## config.mk

```make
export PLATFORM = sky130hd
export DESIGN_NAME = ir_letter_scheduler
export DESIGN_NICKNAME = d
export VERILOG_FILES = /design/src/rtl/ir_letter_scheduler.sv
export SDC_FILE = /design/constraint.sdc
export NUM_CORES = 1
export LEC_CHECK = 0
export ABC_AREA = 0
export CORE_MARGIN = 2
export CORE_UTILIZATION = 40
export CTS_CLUSTER_SIZE = 10
export DETAILED_ROUTE_END_ITERATION = 10
export MAX_ROUTING_LAYER = met4
export PLACE_DENSITY_LB_ADDON = 0.15
export SETUP_SLACK_MARGIN = 0.3
export SYNTH_ARGS = -nofsm -noshare
export SYNTH_HDL_FRONTEND = slang
export SYNTH_SLANG_ARGS = --single-unit
```

## constraint.sdc

```tcl
create_clock -name clk_in -period 8.25 [get_ports clk_in]
set_clock_uncertainty 0.15 [all_clocks]
set_input_delay 1.2375 -clock clk_in [delete_from_list [all_inputs] [get_ports clk_in]]
set_output_delay 1.2375 -clock clk_in [all_outputs]
set_load 0.02 [all_outputs]
```

## src/rtl/ir_letter_scheduler.sv

```systemverilog
// Letter path scheduler: circular FIFO over a dual-port letter BRAM feeding the IR transmitter.
// Optional busy-rise watchdog with retry enabled by defining IR_LETTER_SCHED_TIMEOUT_EN.
module ir_letter_scheduler #(
  parameter int DEPTH          = 1000,
  parameter int ADDR_W         = 10,
  parameter int READ_LATENCY   = 2,
  parameter int GAP_CYCLES     = 100000,
  parameter int TIMEOUT_CYCLES = 1000
) (
  input  logic              clk_in,
  input  logic              rst_in,
  input  logic              flush_in,
  input  logic              enc_valid_in,
  input  logic [4:0]        enc_data_in,
  output logic [ADDR_W-1:0] wr_addr_out,
  output logic [4:0]        wr_data_out,
  output logic              wr_en_out,
  output logic [ADDR_W-1:0] rd_addr_out,
  input  logic [4:0]        rd_data_in,
  output logic              tx_valid_out,
  output logic [4:0]        tx_data_out,
  input  logic              tx_busy_in,
  output logic [ADDR_W:0]   count_out,
  output logic              full_out,
  output logic              empty_out,
  output logic              overflow_out,
`ifdef IR_LETTER_SCHED_TIMEOUT_EN
  output logic              retry_out,
`endif
  output logic [2:0]        state_dbg_out
);

  localparam int CNT_W   = ADDR_W + 1;
  localparam int TMR_MAX = (GAP_CYCLES > TIMEOUT_CYCLES)
                         ? ((GAP_CYCLES > READ_LATENCY) ? GAP_CYCLES : READ_LATENCY)
                         : ((TIMEOUT_CYCLES > READ_LATENCY) ? TIMEOUT_CYCLES : READ_LATENCY);
  localparam int TMR_W   = (TMR_MAX < 2) ? 1 : $clog2(TMR_MAX + 1);

  typedef enum logic [2:0] {
    S_IDLE, S_FETCH, S_SEND, S_WAIT_RISE, S_WAIT_FALL, S_GAP
  } state_t;

  state_t             state_q, state_d;
  logic [TMR_W-1:0]   timer_q, timer_d;
  logic [ADDR_W-1:0]  wr_ptr_q, rd_ptr_q, wr_addr_q;
  logic [4:0]         wr_data_q, tx_data_q;
  logic [CNT_W-1:0]   count_q, count_d;
  logic               wr_en_q, overflow_q, enc_armed_q;
  logic               enc_rise, full, empty, write_ok;
  logic               pop, latch, restore;

  function automatic logic [ADDR_W-1:0] ptr_inc(input logic [ADDR_W-1:0] p);
    return (p == ADDR_W'(DEPTH - 1)) ? '0 : p + ADDR_W'(1);
  endfunction

  function automatic logic [ADDR_W-1:0] ptr_dec(input logic [ADDR_W-1:0] p);
    return (p == '0) ? ADDR_W'(DEPTH - 1) : p - ADDR_W'(1);
  endfunction

  // enc_armed_q clears to 0, so a valid level held through reset release is not an edge.
  assign enc_rise = enc_valid_in & enc_armed_q;
  assign full     = (count_q == CNT_W'(DEPTH));
  assign empty    = (count_q == '0);
  assign write_ok = enc_rise & ~full;

  always_ff @(posedge clk_in or negedge rst_in) begin
    if (!rst_in) begin
      state_q <= S_IDLE;
      timer_q <= '0;
    end else begin
      state_q <= state_d;
      timer_q <= timer_d;
    end
  end

  // Handshake: tx_valid_out is a one-cycle strobe issued only after tx_busy_in was low at fetch
  // start; the transmitter accepts by raising tx_busy_in and finishes by dropping it.
  always_comb begin
    state_d = state_q;
    timer_d = timer_q;
    case (state_q)
      S_IDLE: if (!empty && !tx_busy_in) begin
        state_d = S_FETCH;
        timer_d = TMR_W'(READ_LATENCY);
      end
      S_FETCH: if (timer_q == '0) state_d = S_SEND;
               else timer_d = timer_q - TMR_W'(1);
      S_SEND: begin
        state_d = S_WAIT_RISE;
        timer_d = TMR_W'(TIMEOUT_CYCLES - 1);
      end
      S_WAIT_RISE: begin
        if (tx_busy_in) state_d = S_WAIT_FALL;
`ifdef IR_LETTER_SCHED_TIMEOUT_EN
        else if (timer_q == '0) begin
          state_d = S_FETCH;
          timer_d = TMR_W'(READ_LATENCY);
        end else timer_d = timer_q - TMR_W'(1);
`endif
      end
      S_WAIT_FALL: if (!tx_busy_in) begin
        state_d = S_GAP;
        timer_d = TMR_W'(GAP_CYCLES - 1);
      end
      S_GAP: if (timer_q == '0) state_d = S_IDLE;
             else timer_d = timer_q - TMR_W'(1);
      default: state_d = S_IDLE;
    endcase
    if (flush_in) begin
      state_d = S_IDLE;
      timer_d = '0;
    end
  end

  always_comb begin
    tx_valid_out = (state_q == S_SEND) && !flush_in;
    pop          = (state_q == S_SEND);
    latch        = (state_q == S_FETCH) && (timer_q == '0);
    restore      = 1'b0;
`ifdef IR_LETTER_SCHED_TIMEOUT_EN
    restore      = (state_q == S_WAIT_RISE) && !tx_busy_in && (timer_q == '0);
`endif
  end

  // Full is judged on the registered count, so a pop in the same cycle does not make room.
  always_comb count_d = count_q + CNT_W'(write_ok) + CNT_W'(restore) - CNT_W'(pop);

  always_ff @(posedge clk_in or negedge rst_in) begin
    if (!rst_in) begin
      enc_armed_q <= 1'b0;
      wr_ptr_q    <= '0;
      rd_ptr_q    <= '0;
      wr_addr_q   <= '0;
      wr_data_q   <= '0;
      wr_en_q     <= 1'b0;
      count_q     <= '0;
      overflow_q  <= 1'b0;
      tx_data_q   <= '0;
    end else begin
      enc_armed_q <= ~enc_valid_in;
      if (flush_in) begin
        wr_ptr_q   <= '0;
        rd_ptr_q   <= '0;
        wr_addr_q  <= '0;
        wr_en_q    <= 1'b0;
        count_q    <= '0;
        overflow_q <= 1'b0;
      end else begin
        wr_en_q <= write_ok;
        if (write_ok) begin
          wr_addr_q <= wr_ptr_q;
          wr_data_q <= enc_data_in;
          wr_ptr_q  <= ptr_inc(wr_ptr_q);
        end
        if (enc_rise && full) overflow_q <= 1'b1;
        if (pop)          rd_ptr_q <= ptr_inc(rd_ptr_q);
        else if (restore) rd_ptr_q <= ptr_dec(rd_ptr_q);
        count_q <= count_d;
        if (latch) tx_data_q <= rd_data_in;
      end
    end
  end

`ifdef IR_LETTER_SCHED_TIMEOUT_EN
  logic retry_q;
  always_ff @(posedge clk_in or negedge rst_in) begin
    if (!rst_in)       retry_q <= 1'b0;
    else if (flush_in) retry_q <= 1'b0;
    else if (restore)  retry_q <= 1'b1;
  end
  assign retry_out = retry_q;
`endif

  assign wr_addr_out   = wr_addr_q;
  assign wr_data_out   = wr_data_q;
  assign wr_en_out     = wr_en_q;
  assign rd_addr_out   = rd_ptr_q;
  assign tx_data_out   = tx_data_q;
  assign count_out     = count_q;
  assign full_out      = full;
  assign empty_out     = empty;
  assign overflow_out  = overflow_q;
  assign state_dbg_out = state_q;

endmodule

```

==> flow_results.org <==
** Placed design
- During placement, the flow inserted port buffers numbering 63.
- Half-perimeter wire length of the detailed placement result :: 6670 um
- The number of placed instances, taps included, is 623.
- Post-Place Worst Slack :: 3.73 ns
- At the end of routability-driven placement, the weighted congestion stood at 0.806.

** Logic synthesis
- Mux contribution to synthesized area :: 0.0648
- In this run, synthesis produced a sequential element count of 74.
- The netlist uses 59 different library cells.
- Number of warnings issued by yosys :: 0
- The most used flip-flop cell after synthesis is sky130_fd_sc_hd__dfrtp_1.
- Of the total synthesized cell area, the portion taken by full adders, half adders and majority gates is 0.0692.
- Area share of xor/xnor cells in the synthesized design :: 0.0123
- Number of enable flip-flop cells after synthesis :: 0
- Sequential fraction of the synthesis area :: 0.434
- Area fraction in compound gates after synthesis :: 0.173
- Synthesis handed over a netlist of 438 instances.
- Cell area after synthesis :: 0.00427 mm^2
- A synthesized cell averages 9.74 um^2.
- Simple-gate portion of the synthesized area :: 0.209
- After synthesis, the share of flip-flops with an asynchronous set or reset is 1.00.
- Largest family of logic cells by synthesized area :: simple AND/OR/NAND/NOR gates
- Number of nets produced by synthesis :: 476

** STA
- Setup TNS :: 0 ns
- Setup violations remaining at the end of the flow were counted as 0.
- The final number of hold-violating endpoints is 0.
- F_max :: 219 MHz
- For the pin with the worst max-slew slack, the measured transition is 1.02 ns.
- The number of max-slew violations in the final report was 0.
- The smallest clock period supported by the final layout is computed as 4.57 ns.
- Setup repair after global routing left no endpoint under its margin.
- Dividing the final minimum period by the clock period gives 0.554.
- Max transition margin :: 0.315
- Post-layout worst setup margin :: 3.68 ns

** Cells and area
- In the final layout, the share of cells above drive strength 1 is 0.0855.
- Fin nets :: 536
- Total inserted antenna cells :: 0
- The finished layout holds 639 standard cells, fillers aside.
- Final core area utilization :: 0.505
- From synthesis to final layout, the design area changed by 22.2%.

** GRT
- The via count of the first global-routing pass is 3526.
- The global routing stage identified its most utilized layer as met2.
- Met3 demand-to-capacity share in global routing :: 0.0521
- Across every metal layer, demand over resource in global routing totals 0.191.
- First-pass GRT wire length :: 17100 um
- For this run, global-route usage on met2 was measured as 0.283.
- For this run, global-route usage on met1 was measured as 0.257.
- Total global routing overflow :: 0
- Number of antenna violations at the first check in global routing :: 0
- Largest net degree at the start of global routing :: 75

** Power
- Across the VDD grid, the largest voltage drop is 173 uV.
- Clock network fraction of total power :: 0.176
- After layout, the design draws a total of 0.00170 W.
- Power share of the combinational group :: 0.519
- Net Sw Power :: 0.000730 W
- Static Leak :: 2.26 nW
- Cell internal power was estimated by the tool at 0.000972 W.
- Seq pwr share :: 0.305
- Switching Fraction :: 0.429
- Total power per unit cell area :: 326 mW/mm^2

** Floorplanning
- For this design the top-level I/O count stands at 64.
- The core region is 0.0103 mm^2.
- In this run the horizontal extent of the chip is 107 um.
- Number of standard-cell rows in the floorplan :: 37
- Die height :: 107 um
- The floorplan step defined a die boundary enclosing 0.0115 mm^2.
- Initial core utilization :: 0.413

** Routing
- The routed layout has 3559 vias.
- Total length of routed wires :: 9850 um
- First drt pass iteration count :: 4
- In this run the remaining antenna-violating nets after routing total 0.
- Average routed wire per standard cell :: 15.4 um
- After detailed routing, the number of vias per cell comes to 5.57.
- Final routed DRC violation total :: 0
- For this block, the initial DRC count from the detailed router was 151.

** Setup path
- Largest stage delay on the critical path :: 0.79 ns
- The slowest stage of the critical path is the sky130_fd_sc_hd__nor4b_1 cell.
- Worst r2r dst :: timer_q[1]
- Required @ worst endpoint :: 6.86 ns
- The setup check on the worst reg-to-reg path leaves a slack of 4.80 ns.
- The critical path in this run is classified as in2out.
- The worst register-to-register path begins at timer_q[0].
- For the worst setup path, the data arrival time is 3.18 ns.
- The critical path starts at flush_in.
- Setup crit end kind :: output port
- Worst r2r path cells :: 7
- Startpoint Class :: input port
- The signal on the critical path passes through buf_2 > buf_4 > nor4b_1 > clkdlybuf4s50_1.
- Maximum net fanout on the critical path :: 51

** CTS
- The later pin in the worst-skew pair is clocked with a latency of 0.35 ns.
- Post-CTS timing repair inserted 0 buffers for setup.
- Number of buffers added to fix hold violations after cts :: 0
- TritonCTS built the clock tree.
- Number of cells upsized or downsized after cts :: 0
- Counting along the longest clock path gives a buffer depth of 2.
- The clock drives 74 sinks.
- Clk pin slew, worst setup/hold paths :: 0.08 ns
- Clock root buffer master :: sky130_fd_sc_hd__clkbuf_8
- The H-tree generated during clock tree synthesis spans 3 levels.
- Clock buffer count from CTS :: 9

** Outcome
- Run status :: finished clean

** Job
- Across the run, the number of max-cap violations was 0.

** Hold path
- The worst hold path begins at wr_data_out[3].
- Hold WC Path Type :: reg2reg
- For hold timing, the worst endpoint is wr_data_out[3].
- Worst hold path depth :: 1
## through the flow
stage	hold WS, ns	cell area (um^2)
floorplan	0.321	4270
global placement	0.336	5010
detailed placement	0.345	5010
CTS	0.366	5220
global route	0.384	5220
finish	0.362	5220
## state kept, by name, indices dropped and copies added, names as in the netlist
signal	flops
timer_q	17
count_out	11
rd_addr_out	10
wr_addr_out	10
wr_ptr_q	10
tx_data_out	5
wr_data_out	5
state_dbg_out	3
enc_armed_q	1
overflow_out	1
wr_en_out	1
## worst max-delay path by stage
stage                    to  slack, ns  depth (start not counted)
5_1_grt        tx_valid_out       3.59                          4
2_1_floorplan  count_out[8]       4.43                         12
4_1_cts        tx_valid_out       3.72                          4
3_3_place_gp   tx_valid_out       3.74                          4
6_report       tx_valid_out       3.68                          4
3_5_place_dp   tx_valid_out       3.73                          4
## worst max-delay path, delay by kind of cell
| kind | cells | cell delay [ns] |
|---|---|---|
| buffers and inverters | 3 | 1.13 |
| AND/OR/NAND/NOR | 1 | 0.79 |
## power groups by stage
stage                     sequential (W)  combinational [W]  clock [W]
after floorplan                 0.000551           0.000609          0
after global placement          0.000523           0.000872          0
after detailed placement        0.000526           0.000885          0
after CTS                       0.000519           0.000888   0.000310
after global routing            0.000534           0.000986   0.000325
final                           0.000519           0.000883   0.000299
## layer usage
layer,wire [um],vias up
li1,-,1727
met1,4670,1747
met2,4540,78
met3,536,7
met4,110,0
met5,0,-
## cells in the mapped netlist (3+ instances only)
cell                       count  share of area
sky130_fd_sc_hd__a21o_1        3         0.0053
sky130_fd_sc_hd__a21oi_1      25          0.029
sky130_fd_sc_hd__a221o_1       3         0.0070
sky130_fd_sc_hd__a22o_1        4         0.0082
sky130_fd_sc_hd__a22oi_1       3         0.0053
sky130_fd_sc_hd__a31oi_1      13          0.019
sky130_fd_sc_hd__and3_1        6         0.0088
sky130_fd_sc_hd__clkbuf_1     12          0.011
sky130_fd_sc_hd__dfrtp_1      74           0.43
sky130_fd_sc_hd__ha_1         22          0.064
sky130_fd_sc_hd__inv_1        21          0.018
sky130_fd_sc_hd__mux2_2       12          0.032
sky130_fd_sc_hd__mux2i_1      13          0.030
sky130_fd_sc_hd__nand2_1      12          0.011
sky130_fd_sc_hd__nand2b_1     15          0.022
sky130_fd_sc_hd__nand3_1       7         0.0082
sky130_fd_sc_hd__nand3b_1      4         0.0070
sky130_fd_sc_hd__nand4_1       6         0.0088
sky130_fd_sc_hd__nand4b_1      3         0.0062
sky130_fd_sc_hd__nor2_1       49          0.043
sky130_fd_sc_hd__nor2b_1       9          0.013
sky130_fd_sc_hd__nor3_1       14          0.016
sky130_fd_sc_hd__nor4_1        4         0.0059
sky130_fd_sc_hd__nor4b_1       3         0.0062
sky130_fd_sc_hd__o211ai_1      3         0.0053
sky130_fd_sc_hd__o21a_1        5         0.0088
sky130_fd_sc_hd__o21ai_0      25          0.029
sky130_fd_sc_hd__o21bai_1      4         0.0070
sky130_fd_sc_hd__o31ai_1      14          0.025
sky130_fd_sc_hd__o41ai_1       3         0.0062
sky130_fd_sc_hd__or3_1         6         0.0088
sky130_fd_sc_hd__xnor2_1       4         0.0082
## kinds of logic (layout without fill, tap and decap cells)
| family | count (synthesis) | count (layout) |
|---|---|---|
| AO/OA/AOI/OAI | 114 | 114 |
| XOR/XNOR | 6 | 6 |
| adder cells (fa/ha/maj) | 23 | 23 |
| buffers and inverters | 39 | 104 |
| flip-flops | 74 | 74 |
| multiplexers | 26 | 26 |
| AND/OR/NAND/NOR | 156 | 156 |
## area by class of cell
class / instances / area, um^2
fillers: 981 / 5110
multi-input cells: 325 / 2260
flip-flops and latches: 74 / 1850
repair buffers: 67 / 653
well taps: 136 / 170
clock buffers: 11 / 141
inverters: 21 / 78.8
clock inverters: 5 / 63.8
## cell usage in the layout (no fill, tap or decap), types with 4 or more instances in the layout
cell type	synthesis	layout
sky130_fd_sc_hd__or3_1	6	6
sky130_fd_sc_hd__nand4_1	6	6
sky130_fd_sc_hd__mux2_2	12	12
sky130_fd_sc_hd__o31ai_1	14	14
sky130_fd_sc_hd__nor4_1	4	4
sky130_fd_sc_hd__a31oi_1	13	13
sky130_fd_sc_hd__nor2b_1	9	9
sky130_fd_sc_hd__o21ai_0	25	25
sky130_fd_sc_hd__clkbuf_8	0	10
sky130_fd_sc_hd__nor2_1	49	49
sky130_fd_sc_hd__ha_1	22	22
sky130_fd_sc_hd__inv_1	21	21
sky130_fd_sc_hd__buf_4	1	5
sky130_fd_sc_hd__nor3_1	14	14
sky130_fd_sc_hd__o21bai_1	4	4
sky130_fd_sc_hd__dfrtp_1	74	74
sky130_fd_sc_hd__nand3b_1	4	4
sky130_fd_sc_hd__clkdlybuf4s50_1	0	61
sky130_fd_sc_hd__nand2_1	12	12
sky130_fd_sc_hd__and3_1	6	6
sky130_fd_sc_hd__nand2b_1	15	15
sky130_fd_sc_hd__mux2i_1	13	13
sky130_fd_sc_hd__xnor2_1	4	4
sky130_fd_sc_hd__a21oi_1	25	25
sky130_fd_sc_hd__a22o_1	4	4
sky130_fd_sc_hd__o21a_1	5	5
sky130_fd_sc_hd__nand3_1	7	7
Power figures use the tool's default switching activity.
